`src/rtl/seg7_pkg.sv`:
```
// rtl/seg7_pkg.sv - shared 7-segment code and pattern constants
package seg7_pkg;

   // Digit codes with special meaning beyond the hex range
   localparam logic [4:0] CODE_MINUS = 5'd16;
   localparam logic [4:0] CODE_BAD   = 5'd30;
   localparam logic [4:0] CODE_BLANK = 5'd31;

   // Segment patterns {a,b,c,d,e,f,g}, 1 = lit, shared with the encoder side
   localparam logic [6:0] SEG_0     = 7'b1111110;
   localparam logic [6:0] SEG_1     = 7'b0110000;
   localparam logic [6:0] SEG_2     = 7'b1101101;
   localparam logic [6:0] SEG_3     = 7'b1111001;
   localparam logic [6:0] SEG_4     = 7'b0110011;
   localparam logic [6:0] SEG_5     = 7'b1011011;
   localparam logic [6:0] SEG_6     = 7'b1011111;
   localparam logic [6:0] SEG_7     = 7'b1110000;
   localparam logic [6:0] SEG_8     = 7'b1111111;
   localparam logic [6:0] SEG_9     = 7'b1111011;
   localparam logic [6:0] SEG_A     = 7'b1110111;
   localparam logic [6:0] SEG_B     = 7'b0011111;
   localparam logic [6:0] SEG_C     = 7'b0001101;
   localparam logic [6:0] SEG_D     = 7'b0111101;
   localparam logic [6:0] SEG_E     = 7'b1001111;
   localparam logic [6:0] SEG_F     = 7'b1000111;
   localparam logic [6:0] SEG_MINUS = 7'b0000001;
   localparam logic [6:0] SEG_BLANK = 7'b0000000;

endpackage

```
`src/rtl/seg7_capture_if.sv`:
```
// rtl/seg7_capture_if.sv - multiplexed display bus and capture result signals
interface seg7_capture_if #(
   parameter int DIGITS = 8
);
   logic [7:0]          seg_in;
   logic [DIGITS-1:0]   dig_en;
   logic [5*DIGITS-1:0] codes;
   logic [DIGITS-1:0]   valid;
   logic                upd;
   logic [3:0]          upd_idx;
   logic                err;

   // Display side / bench drives the bus and observes the results
   modport master (
      output seg_in, dig_en,
      input  codes, valid, upd, upd_idx, err
   );

   // Capture block watches the bus and reports decoded digits
   modport slave (
      input  seg_in, dig_en,
      output codes, valid, upd, upd_idx, err
   );
endinterface

```
`src/rtl/seg7_pattern_dec.sv`:
```
// rtl/seg7_pattern_dec.sv - segment pattern to digit code lookup
module seg7_pattern_dec
   import seg7_pkg::*;
(
   input  logic [6:0] pat,
   output logic [4:0] code,
   output logic       known
);

   // Reverse lookup; anything not in the table is flagged as unrecognised
   always_comb begin
      code  = CODE_BAD;
      known = 1'b1;
      case (pat)
         SEG_0:     code = 5'd0;
         SEG_1:     code = 5'd1;
         SEG_2:     code = 5'd2;
         SEG_3:     code = 5'd3;
         SEG_4:     code = 5'd4;
         SEG_5:     code = 5'd5;
         SEG_6:     code = 5'd6;
         SEG_7:     code = 5'd7;
         SEG_8:     code = 5'd8;
         SEG_9:     code = 5'd9;
         SEG_A:     code = 5'd10;
         SEG_B:     code = 5'd11;
         SEG_C:     code = 5'd12;
         SEG_D:     code = 5'd13;
         SEG_E:     code = 5'd14;
         SEG_F:     code = 5'd15;
         SEG_MINUS: code = CODE_MINUS;
         SEG_BLANK: code = CODE_BLANK;
         default: begin
            code  = CODE_BAD;
            known = 1'b0;
         end
      endcase
   end

endmodule

```
`src/rtl/seg7_capture.sv`:
```
// rtl/seg7_capture.sv - stability-qualified 7-segment bus capture and register bank
module seg7_capture
   import seg7_pkg::*;
#(
   parameter int DIGITS = 8,
   parameter int STABLE = 4
) (
   input  logic           CLK,
   input  logic           RST,
   seg7_capture_if.slave  bus
);

   localparam int CW = $clog2(STABLE) + 1;

   logic [7:0]          seg_q;
   logic [DIGITS-1:0]   en_q;
   logic [CW-1:0]       cnt;
   logic                same;
   logic                one_hot;
   logic                commit;
   logic [4:0]          dec_code;
   logic                dec_known;
   logic [3:0]          idx;
   logic [5*DIGITS-1:0] codes_q;
   logic [DIGITS-1:0]   valid_q;
   logic                upd_q;
   logic                err_q;
   logic [3:0]          idx_q;

   // Incoming pair compared with the held sample; enable must be exactly one-hot
   always_comb begin
      same    = (bus.seg_in == seg_q) && (bus.dig_en == en_q);
      one_hot = (bus.dig_en != '0) &&
                ((bus.dig_en & (bus.dig_en - DIGITS'(1))) == '0);
      // The counter passes STABLE-1 exactly once per run because it saturates above it
      commit  = (cnt == CW'(STABLE - 1));
   end

   // Sample registers and saturating stability counter
   always_ff @(posedge CLK) begin
      if (RST) begin
         seg_q <= '0;
         en_q  <= '0;
         cnt   <= '0;
      end else begin
         seg_q <= bus.seg_in;
         en_q  <= bus.dig_en;
         if (same && one_hot) begin
            if (cnt != '1) cnt <= cnt + 1'b1;
         end else begin
            cnt <= '0;
         end
      end
   end

   seg7_pattern_dec u_dec (
      .pat   (seg_q[7:1]),
      .code  (dec_code),
      .known (dec_known)
   );

   // Position number of the held one-hot enable
   always_comb begin
      idx = '0;
      for (int i = 0; i < DIGITS; i++) begin
         if (en_q[i]) idx = 4'(i);
      end
   end

   // Per-digit code bank, written only by a commit
   always_ff @(posedge CLK) begin
      if (RST) begin
         codes_q <= {DIGITS{CODE_BLANK}};
         valid_q <= '0;
      end else if (commit) begin
         for (int i = 0; i < DIGITS; i++) begin
            if (en_q[i]) begin
               codes_q[5*i +: 5] <= dec_code;
               valid_q[i]        <= 1'b1;
            end
         end
      end
   end

   // Registered commit pulse, error pulse and last written position
   always_ff @(posedge CLK) begin
      if (RST) begin
         upd_q <= 1'b0;
         err_q <= 1'b0;
         idx_q <= '0;
      end else begin
         upd_q <= commit;
         err_q <= commit && !dec_known;
         if (commit) idx_q <= idx;
      end
   end

   assign bus.codes   = codes_q;
   assign bus.valid   = valid_q;
   assign bus.upd     = upd_q;
   assign bus.err     = err_q;
   assign bus.upd_idx = idx_q;

endmodule

```
`src/flat_wrapper.sv`:
```
// flat-port wrapper written by rule: the top's interface ports become plain ports
module seg7_capture_flat import seg7_pkg::*;
#(
   parameter int DIGITS = 8,
   parameter int STABLE = 4
)
  (CLK, RST, bus_seg_in, bus_dig_en, bus_codes, bus_valid, bus_upd, bus_upd_idx, bus_err);
  seg7_capture_if #(.DIGITS(DIGITS)) bus_i ();
  input  logic CLK;
  input  logic RST;
  input wire logic [$bits(bus_i.seg_in)-1:0] bus_seg_in;
  input wire logic [$bits(bus_i.dig_en)-1:0] bus_dig_en;
  output wire logic [$bits(bus_i.codes)-1:0] bus_codes;
  output wire logic [$bits(bus_i.valid)-1:0] bus_valid;
  output wire logic [$bits(bus_i.upd)-1:0] bus_upd;
  output wire logic [$bits(bus_i.upd_idx)-1:0] bus_upd_idx;
  output wire logic [$bits(bus_i.err)-1:0] bus_err;
  assign bus_i.seg_in = bus_seg_in;
  assign bus_i.dig_en = bus_dig_en;
  assign bus_codes = bus_i.codes;
  assign bus_valid = bus_i.valid;
  assign bus_upd = bus_i.upd;
  assign bus_upd_idx = bus_i.upd_idx;
  assign bus_err = bus_i.err;
  seg7_capture #(.DIGITS(DIGITS), .STABLE(STABLE)) u_core (.CLK(CLK), .RST(RST), .bus(bus_i));
endmodule
```
`config.mk`:
```
export PLATFORM = sky130hd
export DESIGN_NAME = seg7_capture_flat
export DESIGN_NICKNAME = d
export VERILOG_FILES = /design/src/rtl/seg7_pkg.sv /design/src/rtl/seg7_capture_if.sv /design/src/rtl/seg7_pattern_dec.sv /design/src/rtl/seg7_capture.sv /design/src/flat_wrapper.sv
export SDC_FILE = /design/constraint.sdc
export NUM_CORES = 1
export LEC_CHECK = 0
export CAP_MARGIN = 20
export CELL_PAD_IN_SITES_DETAIL_PLACEMENT = 2
export CELL_PAD_IN_SITES_GLOBAL_PLACEMENT = 2
export CORE_ASPECT_RATIO = 1.4
export CORE_MARGIN = 2
export CORE_UTILIZATION = 29
export CTS_CLUSTER_DIAMETER = 60
export DETAILED_ROUTE_END_ITERATION = 16
export PLACE_DENSITY_LB_ADDON = 0.3
export SYNTH_ARGS = -nofsm -noshare
export SYNTH_HDL_FRONTEND = slang
export SYNTH_SLANG_ARGS = --single-unit
```
`constraint.sdc`:
```
create_clock -name CLK -period 2.7 [get_ports CLK]
set_input_delay 0.54 -clock CLK [delete_from_list [all_inputs] [get_ports CLK]]
set_output_delay 0.54 -clock CLK [all_outputs]
set_load 0.05 [all_outputs]
```
==> reports/qor.csv <==
metric,value,unit
status,completed,
r2r startpoint,u_core.seg_q[6],
hold path depth,2,
1st-pass router iterations,4,
setup violators final,0,
gpl congestion,0.765,
fin. max-slew vios,0,
Mapped Area,3030,um^2
Avg Inst Size Synth,8.80,um^2
Nets,439,
largest net degree at the start of global routing,51,
"Core Util, Final",0.411,
# fillers,1156,
crit-path cells,"inv_1, a31oi_1, o22a_1, nor3b_2, a31oi_1",
Via-to-Cell Ratio,5.20,
Clock Skews,0.00377,ns
Setup WS pre-CTS,-0.0208,ns
input/output buffers,70,
Critical-path top delay cell,dfxtp_1,
Slew HR,0.397,
Worst EP arrival,2.58,ns
vias in the first global route,3137,
Die Y,125,um
H-Tree Depth,3,
CP required,2.89,ns
Root Buffer,clkbuf_16,
critical path's most frequent cell,a31oi_1,
number of setup buffers added after CTS,0,
"Reg clk slew, reported paths",0.06,ns
die area,11300,um^2
ratio of cells with drive above 1 in the final layout,0.0827,
max incr delay on CP,0.69,ns
Synth top area share,0.476,
DPL Wire Length,7280,um
placed instance count,545,
Tightest Hold Check Type,reg -> reg,
crit share post-route,0.887,
crit path time final,2.40,ns
Post-synth EDFFs,0,
Clock Latency Late Sink,0.34,ns
drt initial violations,133,
drt total wl,10300,um
clock buffer depth,2,
top-count cell post-synth,dfxtp_1,
initial antenna violation count,0,
Chip Width,90.4,um
commonest cells in the netlist,"dfxtp_1, nor2_1, nor3_1",
Ys Warns,0,
Placeable Area,10300,um^2
Max Cap Viol,0,
critical path class,reg -> reg,
routed length per instance,18.3,um
Site Rows,44,
Post-DRT Antenna Nets,0,
Leak,1.48,nW
sequential fraction of the synthesis area,0.476,
overall global routing resource usage,0.189,
CTS tree,done,
routed vias,2916,
total clock buffers created by CTS,9,
hold endpoint,u_core.bus.valid[0],
first-pass GRT wire length,16600,um
Highest Clock Rate,0.417,GHz
slew of the pin with the lowest slew margin,0.905,ns
worst reg2reg setup slack,0.30,ns
Worst Path Max Fanout,16,
post-route insts no fill,561,
# IOs,72,
Worst VDD drop,0.324,mV
CTS sink count,72,
ys flop type,dfxtp_1,
worst r2r dst,u_core.bus.codes[32],
Final Hold Viols,0,
HP Start,u_core.bus.valid[0],
RSZ-0062 raised after global routing,no,
DRC viols,0,
Synth Net Count,365,
Startpoint Class,flip-flop,
P&R area growth vs syn,39.8,%
Initial Util,0.294,
power density cells,616,nW/um^2
Mapped Cells,344,
synth top area cells,"dfxtp_1, a31oi_1, nor2_1",
post-cts resize count,0,
"Worst Setup Slack, final",0.304,ns
cell taking the most area after synthesis,dfxtp_1,
Async SR Flop Fraction,0,
CP top delay family,flip-flops,
antenna fix cells,0,
Fin Hold WS,0.468,ns
Hold Buf Count CTS,0,
#FFs+latches synth,72,
worst path buffer plus inverter count,1,
crit end category,flip-flop,
Cell variety after synth,47,
Reg2Reg Depth,5,
GR Overflow Total,0,
## layer usage
layer  wire length [um]  share of wire  GRT usage
met5                  0              0          0
met4                214          0.021     0.0887
met3                287          0.028     0.0224
met2               5690           0.55      0.363
met1               4090           0.40      0.202
## layout by cell type, fill, tap and decap left out, types with 2 or more instances in the layout
cell type | netlist | layout
inv_1 | 7 | 7
clkbuf_16 | 0 | 9
nor3_1 | 28 | 28
xnor2_1 | 15 | 15
nand2_1 | 13 | 13
or4_1 | 3 | 3
o211ai_1 | 3 | 3
ha_1 | 3 | 3
and2_1 | 8 | 8
nand3_1 | 7 | 7
dfxtp_1 | 72 | 72
nor4_2 | 3 | 3
nand4_1 | 4 | 4
a31oi_1 | 26 | 26
xor2_1 | 2 | 2
clkdlybuf4s50_1 | 0 | 69
o21ai_0 | 12 | 12
a21oi_1 | 25 | 25
buf_4 | 1 | 12
nand3b_1 | 3 | 3
nor2b_1 | 18 | 18
o31ai_1 | 9 | 9
nor2_1 | 39 | 39
clkbuf_8 | 0 | 2
a311oi_1 | 2 | 2
nand2b_1 | 2 | 2
bufinv_16 | 0 | 2
## layout make-up
type,count,area (um^2),area share
flip-flops and latches,72,1440,0.340
clock buffers,12,256,0.0606
inverters,7,26.3,0.00621
repair buffers,82,786,0.186
clock inverters,4,76.3,0.0180
well taps,138,173,0.0408
multi-input cells,246,1480,0.348
## state kept, by name, summed over array words and instances, names as in the netlist
signal and flops:
u_core.bus.upd_idx 3, u_core.bus.codes 40, u_core.bus.upd 1, u_core.en_q 8
u_core.bus.err 1, u_core.seg_q 8, u_core.bus.valid 8, u_core.cnt 3
## tightest hold or removal path, cell delays in order, from the launching register on
cell and delay (ns):
dfxtp_1 0.32, nor2_1 0.05, nor2_1 0.07
## metrics by stage
step           cell area, um^2  total power [W]  TNS (ns)
6_report                  4230          0.00261         0
5_1_grt                   4230          0.00270         0
4_1_cts                   4230          0.00263         0
3_5_place_dp              3900          0.00130   -0.0255
3_3_place_gp              3900          0.00129         0
2_1_floorplan             3030          0.00122         0
## worst max path at each step
stage	end	from	cells past startpoint	slack [ns]
floorplan	u_core.cnt[0]	bus_dig_en[0]	5	0.68
finish	u_core.bus.codes[32]	u_core.seg_q[6]	5	0.30
detailed placement	u_core.cnt[1]	bus_dig_en[1]	6	-0.02
CTS	u_core.bus.err	u_core.seg_q[2]	5	0.30
global route	u_core.bus.err	u_core.seg_q[6]	4	0.14
global placement	u_core.cnt[2]	bus_dig_en[1]	6	0.13
## kinds of logic (layout without fill, tap and decap cells)
group | Yosys count | count (layout) | share of synthesized area
AND/OR/NAND/NOR | 137 | 137 | 0.241
AO/OA/AOI/OAI | 87 | 87 | 0.180
flip-flops | 72 | 72 | 0.476
buffers and inverters | 26 | 105 | 0.0368
XOR/XNOR | 17 | 17 | 0.0492
adder cells (fa/ha/maj) | 3 | 3 | 0.0124
other | 1 | 1 | 0.00124
multiplexers | 1 | 1 | 0.00331
## where the power goes
| group | switching [W] | internal [W] | total, W | leakage [nW] |
|---|---|---|---|---|
| registers | 0.0000304 | 0.00108 | 0.00111 | 0.586 |
| logic | 0.000100 | 0.0000728 | 0.000173 | 0.734 |
| clock network | 0.000466 | 0.000861 | 0.00133 | 0.159 |
| total | 0.000597 | 0.00201 | 0.00261 | 1.48 |
Note: power is estimated with default switching activity, not from simulation.
